===== config.mk =====
export PLATFORM = sky130hd
export DESIGN_NAME = mem_port_arbiter
export DESIGN_NICKNAME = d
export VERILOG_FILES = /design/src/rtl/risc8_pkg.sv /design/src/rtl/mem_arb_burst_cnt.sv /design/src/rtl/mem_port_arbiter.sv
export SDC_FILE = /design/constraint.sdc
export NUM_CORES = 1
export LEC_CHECK = 0
export CAP_MARGIN = 20
export CORE_UTILIZATION = 37
export CTS_CLUSTER_DIAMETER = 150
export DETAILED_ROUTE_END_ITERATION = 10
export GPL_TIMING_DRIVEN = 0
export MAX_ROUTING_LAYER = met4
export PLACE_DENSITY = 0.84
export SETUP_SLACK_MARGIN = 0.5
export SLEW_MARGIN = 20
export SYNTH_ARGS = -nofsm -noshare
export SYNTH_HDL_FRONTEND = slang
export SYNTH_SLANG_ARGS = --single-unit

===== constraint.sdc =====
create_clock -name clk -period 1.2 [get_ports clk]
set_input_delay 0.12 -clock clk [delete_from_list [all_inputs] [get_ports clk]]
set_output_delay 0.12 -clock clk [all_outputs]
set_load 0.01 [all_outputs]

===== src/rtl/risc8_pkg.sv =====
// Shared types and defaults for the risc8 memory subsystem.
//   arb_state_t : memory port arbiter FSM states
//   owner_t     : bus owner encoding, also driven on the arbiter's owner debug port
//   AW_DEF/DW_DEF : default memory address/data widths
//   pick_winner : fixed-priority choice between the CPU and the loader
package risc8_pkg;

  localparam int unsigned AW_DEF = 5;
  localparam int unsigned DW_DEF = 8;

  typedef enum logic [1:0] {
    IDLE   = 2'd0,
    ACCESS = 2'd1,
    RESP   = 2'd2
  } arb_state_t;

  typedef enum logic [1:0] {
    OWN_NONE = 2'd0,
    OWN_CPU  = 2'd1,
    OWN_LDR  = 2'd2
  } owner_t;

  // ldr_first selects loader-over-CPU ordering; otherwise the CPU goes first.
  function automatic owner_t pick_winner(input logic cpu_req, input logic ldr_req,
                                         input logic ldr_first);
    owner_t w;
    w = OWN_NONE;
    if (ldr_first) begin
      if (ldr_req)      w = OWN_LDR;
      else if (cpu_req) w = OWN_CPU;
    end else begin
      if (cpu_req)      w = OWN_CPU;
      else if (ldr_req) w = OWN_LDR;
    end
    return w;
  endfunction

endpackage


===== src/rtl/mem_arb_burst_cnt.sv =====
// Saturating count of consecutive CPU grants made while the loader is waiting.
// Only instantiated when ARB_STARVE_GUARD_EN is defined.
//   clk, rst : clock, synchronous active-high reset
//   inc      : CPU grant issued with the loader requesting
//   clr      : loader grant issued, or loader not requesting (wins over inc)
//   at_max   : count has reached MAX
module mem_arb_burst_cnt #(
  parameter int unsigned MAX = 4
) (
  input  logic clk,
  input  logic rst,
  input  logic inc,
  input  logic clr,
  output logic at_max
);

  localparam int unsigned CW = $clog2(MAX + 1);

  logic [CW-1:0] count;

  assign at_max = (count == CW'(MAX));

  always_ff @(posedge clk) begin
    if (rst || clr) begin
      count <= '0;
    end else if (inc && !at_max) begin
      count <= count + 1'b1;
    end
  end

endmodule


===== src/rtl/mem_port_arbiter.sv =====
// Arbiter sharing the single-port program/data memory between the CPU controller
// and the program loader/debug port. One outstanding access at a time; reads
// return data with a one-cycle rvalid pulse on the requester that issued them.
// Optional feature: define ARB_STARVE_GUARD_EN to force a loader grant after
// MAX_CPU_BURST consecutive CPU grants while the loader waits; without it the
// priority is strict.
//   clk, rst                        : clock, synchronous active-high reset
//   cpu_halt                        : loader has priority while high
//   cpu_req/we/addr/wdata           : CPU command, held until cpu_gnt
//   cpu_gnt, cpu_rvalid, cpu_rdata  : CPU grant pulse, read-valid pulse, read data
//   ldr_*                           : same set for the loader
//   mem_addr, mem_wdata, mem_rd, mem_we : registered memory command
//   mem_rdata                       : synchronous memory read data (cycle after mem_rd)
//   owner                           : current bus owner (0 none, 1 CPU, 2 loader)
module mem_port_arbiter
  import risc8_pkg::*;
#(
  parameter int unsigned AW            = AW_DEF,
  parameter int unsigned DW            = DW_DEF,
  parameter int unsigned MAX_CPU_BURST = 4
) (
  input  logic          clk,
  input  logic          rst,
  input  logic          cpu_halt,
  input  logic          cpu_req,
  input  logic          cpu_we,
  input  logic [AW-1:0] cpu_addr,
  input  logic [DW-1:0] cpu_wdata,
  output logic          cpu_gnt,
  output logic          cpu_rvalid,
  output logic [DW-1:0] cpu_rdata,
  input  logic          ldr_req,
  input  logic          ldr_we,
  input  logic [AW-1:0] ldr_addr,
  input  logic [DW-1:0] ldr_wdata,
  output logic          ldr_gnt,
  output logic          ldr_rvalid,
  output logic [DW-1:0] ldr_rdata,
  output logic [AW-1:0] mem_addr,
  output logic [DW-1:0] mem_wdata,
  output logic          mem_rd,
  output logic          mem_we,
  input  logic [DW-1:0] mem_rdata,
  output logic [1:0]    owner
);

  arb_state_t    state;
  owner_t        own_q;
  owner_t        win;
  logic          arb_en;
  logic          guard_hit;
  logic          sel_we;
  logic [AW-1:0] sel_addr;
  logic [DW-1:0] sel_wdata;
  logic [DW-1:0] cpu_rdata_q;
  logic [DW-1:0] ldr_rdata_q;

  // Arbitration runs in IDLE and also in RESP, overlapping the read return.
  assign arb_en = (state == IDLE) || (state == RESP);
  assign win    = arb_en ? pick_winner(cpu_req, ldr_req, cpu_halt || guard_hit) : OWN_NONE;

`ifdef ARB_STARVE_GUARD_EN
  logic burst_full;

  mem_arb_burst_cnt #(
    .MAX(MAX_CPU_BURST)
  ) u_burst_cnt (
    .clk   (clk),
    .rst   (rst),
    .inc   ((win == OWN_CPU) && ldr_req),
    .clr   ((win == OWN_LDR) || !ldr_req),
    .at_max(burst_full)
  );

  assign guard_hit = burst_full && ldr_req;
`else
  assign guard_hit = 1'b0;
`endif

  always_comb begin
    sel_we    = ldr_we;
    sel_addr  = ldr_addr;
    sel_wdata = ldr_wdata;
    if (win == OWN_CPU) begin
      sel_we    = cpu_we;
      sel_addr  = cpu_addr;
      sel_wdata = cpu_wdata;
    end
  end

  // Read data arrives combinationally in RESP (synchronous memory, one cycle
  // after mem_rd); rst masks it so a read caught by reset never reports valid.
  assign cpu_rvalid = (state == RESP) && (own_q == OWN_CPU) && !rst;
  assign ldr_rvalid = (state == RESP) && (own_q == OWN_LDR) && !rst;
  assign cpu_rdata  = cpu_rvalid ? mem_rdata : cpu_rdata_q;
  assign ldr_rdata  = ldr_rvalid ? mem_rdata : ldr_rdata_q;
  assign owner      = own_q;

  always_ff @(posedge clk) begin
    if (rst) begin
      state       <= IDLE;
      own_q       <= OWN_NONE;
      cpu_gnt     <= 1'b0;
      ldr_gnt     <= 1'b0;
      mem_addr    <= '0;
      mem_wdata   <= '0;
      mem_rd      <= 1'b0;
      mem_we      <= 1'b0;
      cpu_rdata_q <= '0;
      ldr_rdata_q <= '0;
    end else begin
      cpu_gnt <= (win == OWN_CPU);
      ldr_gnt <= (win == OWN_LDR);
      mem_rd  <= 1'b0;
      mem_we  <= 1'b0;
      if (cpu_rvalid) cpu_rdata_q <= mem_rdata;
      if (ldr_rvalid) ldr_rdata_q <= mem_rdata;
      unique case (state)
        IDLE, RESP: begin
          if (win != OWN_NONE) begin
            state     <= ACCESS;
            own_q     <= win;
            mem_addr  <= sel_addr;
            mem_wdata <= sel_wdata;
            mem_we    <= sel_we;
            mem_rd    <= !sel_we;
          end else begin
            state <= IDLE;
            own_q <= OWN_NONE;
          end
        end
        ACCESS: begin
          if (mem_we) begin
            state <= IDLE;
            own_q <= OWN_NONE;
          end else begin
            state <= RESP;
          end
        end
        default: begin
          state <= IDLE;
          own_q <= OWN_NONE;
        end
      endcase
    end
  end

endmodule

==> flow_summary_export.csv, run 1 <==
group,metric,value,unit
status,status,"aborted with a tool error",
status,stop_stage,"5_1_grt",
status,first_error,"[ERROR DPL-0033] detailed placement checks failed during check placement.",
timing,worst_endpoint,"cpu_rdata[0]",
cts,clock_tree.buffer_depth,2,
cts,clock-sinks,37,
cts,ctsHtreeMaxLevel,2,
floorplan,initial_core_util,38.9,%
cts,cts-buffers-inserted,5,
synthesis,syn_nets,239,
placement,dpl.cell_count,326,
synthesis,synth_seq_area_share,43.4,%
synthesis,yosys_register_bits,37,
placement,place.port_buffers,76,
floorplan,placementRows,24,
floorplan,boundaryPins,78,
grt,antenna_found_initial,0,
synthesis,syn-cell-area,1710,sq um
synthesis,synth_edf_count,0,
floorplan,chipHeight,69.9,um
cts,clock_tree.root_cell,"sky130_fd_sc_hd__clkbuf_8",
synthesis,synth.distinct_cells,29,
synthesis,yosys_warnings,0,
timing,worstEndpointType,"top-level output",
floorplan,die-width,69.9,um
synthesis,synth.top_cell.area_share,43.4,%
grt,grt_max_degree,11,
synthesis,async_reset_ff_share,0,%
synthesis,synthesis.area_per_instance,8.62,sq um
synthesis,synthesis.instances,198,
placement,dpl.hpwl,3660,um
placement,gpl.final_weighted_congestion,0.837,
synthesis,synth_area_leader_cell,"sky130_fd_sc_hd__dfxtp_1",
synthesis,primary_ff_master_synth,"sky130_fd_sc_hd__dfxtp_1",
synthesis,ys_top_cells_by_area,"sky130_fd_sc_hd__dfxtp_1, sky130_fd_sc_hd__a2111oi_0, sky130_fd_sc_hd__a2111oi_1, sky130_fd_sc_hd__nand3_1, sky130_fd_sc_hd__a21oi_1",
-- cell usage after synthesis (2+ instances only) --
cell                        number
sky130_fd_sc_hd__o21ai_0         9
sky130_fd_sc_hd__buf_4           3
sky130_fd_sc_hd__inv_1          16
sky130_fd_sc_hd__clkbuf_1        8
sky130_fd_sc_hd__a2111oi_0      17
sky130_fd_sc_hd__nor2b_1         2
sky130_fd_sc_hd__a2111oi_1      10
sky130_fd_sc_hd__buf_6           4
sky130_fd_sc_hd__buf_2           2
sky130_fd_sc_hd__dfxtp_1        37
sky130_fd_sc_hd__nand3_1        17
sky130_fd_sc_hd__nand2_1        18
sky130_fd_sc_hd__a21oi_1        16
sky130_fd_sc_hd__o21ai_2         8
sky130_fd_sc_hd__nor2_1         17
-- stage by stage --
step	worst slack, ns	setup TNS (ns)	cell area (sq um)	hold WS (ns)
CTS	-0.594	-14.58	3880	0.0688
floorplan	-0.0661	-1.75	1860	0.258
global placement	-0.617	-19.11	2690	0.349
detailed placement	-0.622	-20.39	2690	0.363
-- logic make-up after synthesis --
kind of cell    count (synthesis)  share of synthesized area, %
buf+inv                        34                          10.0
simple gates                   63                          18.3
flops                          37                          43.4
compound gates                 64                          28.2
-- repair_timing --
item | CTS
hold endpoints to repair | 0
endpoints found under the setup margin | 74
buffers inserted | 31
cloned | 6
pin swaps | 34
gates resized for setup | 346
hold buffers | 0
==> inputs of run 2 (changes only) <==
Settings changed: CORE_UTILIZATION 37 to 40, CTS_CLUSTER_DIAMETER 150 to not set, MAX_ROUTING_LAYER met4 to not set, PLACE_DENSITY 0.84 to not set, PLACE_DENSITY_LB_ADDON set to 0.15, SETUP_SLACK_MARGIN 0.5 to not set.
Clock period 1.2 ns to 1.55 ns, I/O delays scaled along.
==> flow_summary_export.csv, run 2 <==
group,metric,value,unit
detailed_routing,wirelength,5290,um
synthesis,async_reset_ff_share,0,%
timing,finalMaxSlewViolations,0,
synthesis,syn_nets,239,
synthesis,synth-xor-area-share,0,%
pwr,power_per_cell_area,745,nW/um^2
synthesis,ys_top_cells_by_area,"sky130_fd_sc_hd__dfxtp_1, sky130_fd_sc_hd__a2111oi_0, sky130_fd_sc_hd__a2111oi_1, sky130_fd_sc_hd__nand3_1, sky130_fd_sc_hd__a21oi_1",
cts,cts-buffers-inserted,5,
detailed_routing,via_count,1889,
worst_setup_path,max_stage_delay,0.40,ns
detailed_routing,detail_route.drc_violations,0,
flow_run,drv_cap,0,
final_layout,reg.largest.list,"cpu_rdata_q (8), ldr_rdata_q (8), mem_wdata (8)",
synthesis,synth_edf_count,0,
detailed_routing,routedWlPerCell,15.3,um
synthesis,yosys_warnings,0,
synthesis,synth_seq_area_share,43.4,%
synthesis,netlist_top_cells_count,"sky130_fd_sc_hd__dfxtp_1, sky130_fd_sc_hd__nand2_1, sky130_fd_sc_hd__a2111oi_0, sky130_fd_sc_hd__nand3_1, sky130_fd_sc_hd__nor2_1",
timing,worst_pin_slew,0.628,ns
floorplan,placementRows,23,
pwr,static-leakage-power,1.20,nW
final_layout,layout.cells.most_common_list,"sky130_fd_sc_hd__clkdlybuf4s50_1, sky130_fd_sc_hd__dfxtp_1, sky130_fd_sc_hd__nand2_1, sky130_fd_sc_hd__buf_2, sky130_fd_sc_hd__nor2_1",
synthesis,post-synth-top-count-cell,"sky130_fd_sc_hd__dfxtp_1",
floorplan,fp.coreArea,4060,sq um
hold_path,worstHoldPathType,"primary input to flip-flop",
final_layout,net_count_reported_at_finish,336,
detailed_routing,dr.first_iter.drc_count,102,
synthesis,synth.top_cell.area_share,43.4,%
cts,ctsHtreeMaxLevel,2,
floorplan,chipHeight,67.3,um
worst_setup_path,worstPathRequired,1.39,ns
timing,rsz0062_at_grt,"yes",
timing,finalWorstPathRequiredPeriod,1.83,ns
cts,path_clk_slew,0.07,ns
grt,grt_max_degree,11,
worst_setup_path,critPathCaptureType,"output port",
synthesis,synth_simple_gate_area_share,18.3,%
timing,final.period_utilization,118,%
placement,dpl.cell_count,324,
timing,max_transition_margin,57.0,%
timing,layout_setup_ws,-0.279,ns
timing,setup_viol,18,
grt,grt_pass1_vias,1729,
final_layout,share_of_cells_above_drive_strength_1,30.7,%
cts,clock-sinks,37,
timing,fin_worst_skew,0.00583,ns
synthesis,synth_area_leader_cell,"sky130_fd_sc_hd__dfxtp_1",
worst_setup_path,crit_top_cell,"sky130_fd_sc_hd__buf_8",
detailed_routing,dr.pass1.iters,4,
floorplan,boundaryPins,78,
grt,grt.overflow.total,0,
synthesis,synth.distinct_cells,29,
synthesis,largest_family_of_logic_cells_by_synthesized_area,"compound AO/OA/AOI/OAI gates",
cts,clkLatencyLatePin,0.29,ns
placement,gpl.final_weighted_congestion,0.755,
timing,totalNegativeSetupSlack,-3.64,ns
status,status,"finished with violations",
synthesis,primary_ff_master_synth,"sky130_fd_sc_hd__dfxtp_1",
detailed_routing,route.detailed.vias_per_inst,5.46,
cts,cts_tree,"yes",
floorplan,initial_core_util,42.1,%
placement,dpl.hpwl,3520,um
worst_setup_path,cp_max_fo,6,
final_layout,final_cells,346,
timing,hold-worst-slack,0.0876,ns
synthesis,synth_adder_area_share,0,%
final_layout,final_common_cell,"sky130_fd_sc_hd__clkdlybuf4s50_1",
status,violations,"setup timing",
synthesis,synthesis.area_per_instance,8.62,sq um
final_layout,layout-area-overhead-vs-synth,71.7,%
floorplan,die-width,67.3,um
synthesis,synth_compound_area_share,28.2,%
grt,grt_first_pass_wirelength,7870,um
worst_setup_path,crit_path_cell_trace,"or3b_4, buf_8, buf_8, o21ai_4, nand2_1, buf_2",
timing,finalHoldViolCount,0,
cts,clock_tree.root_cell,"sky130_fd_sc_hd__clkbuf_8",
cts,clock_tree.buffer_depth,2,
pwr,vdd_drop_max,0.000565,V
synthesis,yosys_register_bits,37,
timing,fmax,547,MHz
final_layout,num_antenna_cells,0,
worst_setup_path,path_class,"flip-flop to output port",
worst_setup_path,critPathSlowestCell,"sky130_fd_sc_hd__or3b_4",
placement,placed_area,2530,sq um
placement,place.port_buffers,76,
grt,global_routing_usage_summed_across_all_routing_layers,23.6,%
floorplan,fp.dieArea,4530,sq um
grt,antenna_found_initial,0,
synthesis,synthesis.instances,198,
worst_setup_path,arrival,1.67,ns
worst_setup_path,critPathLaunchType,"flip-flop",
synthesis,syn-cell-area,1710,sq um
final_layout,finish.instance_area,2930,sq um
detailed_routing,detail-route-antenna-nets,0,
synthesis,muxShareOfSynthArea,0,%
## run 2: stage by stage
step	power [mW]	utilization (%)	worst slack, ns
finish	2.18	72.2	-0.279
global placement	1.47	62.3	-0.392
global route	2.28	72.2	-0.322
floorplan	1.23	-	0.214
CTS	2.13	66.7	-0.236
detailed placement	1.47	62.3	-0.420
## run 2: per-layer routing
layer	global-route usage, %	wire, um	vias up
li1	-	-	912
met3	4.73	265	10
met1	29.0	2210	915
met2	40.8	2720	52
met5	0	0	-
met4	7.98	87	0
## run 2: area by class of cell
| cell class | count | area, sq um |
|---|---|---|
| buffer | 17 | 136 |
| clock buffer | 8 | 80.1 |
| fill | 316 | 1130 |
| inverter | 17 | 63.8 |
| multi-input combinational | 127 | 1020 |
| sequential | 37 | 743 |
| tap | 50 | 62.6 |
| timing repair buffer | 90 | 826 |
## run 2: timing repair
item                       in CTS  in global routing
buffers inserted                8                  4
cloned                          2                  0
setup endpoints to repair      18                 27
hold buffers                    0                  0
resized for setup             104                 46
pin swaps                      14                  9
## run 2: critical path, delay by kind of cell (launching register included)
family	cells	cell delay, ns
buffers and inverters	3	0.44
AO/OA/AOI/OAI	1	0.15
AND/OR/NAND/NOR	2	0.47
flip-flops	1	0.33
## run 2: path summary, 6_finish.rpt
check                           slack, ns  depth (start not counted)                   endpoint                 from
worst max-delay path                -0.28                          6               ldr_rdata[6]  state[1]$_SDFF_PP0_
worst min-delay path                 0.09                          2  mem_wdata[1]$_SDFFE_PP0P_                  rst
worst max register to register       0.01                          7  cpu_rdata_q[3]$_SDFF_PP0_  state[1]$_SDFF_PP0_
worst min register to register       0.46                          1        state[1]$_SDFF_PP0_    mem_we$_SDFF_PP0_
## run 2: report_power, final
group	internal, mW	switching, mW	leakage, nW	total (mW)
clock network	0.319	0.325	0.0395	0.644
logic	0.274	0.238	0.860	0.512
registers	1.00	0.0269	0.304	1.03
total	1.59	0.590	1.20	2.18
## run 2: cell families (layout without fill, tap and decap cells)
| kind of cell | count (synthesis) | after routing |
|---|---|---|
| AO/OA/AOI/OAI | 64 | 64 |
| buffers and inverters | 34 | 132 |
| flip-flops | 37 | 37 |
| AND/OR/NAND/NOR | 63 | 63 |
No activity file was read; power rests on OpenSTA's default activity.
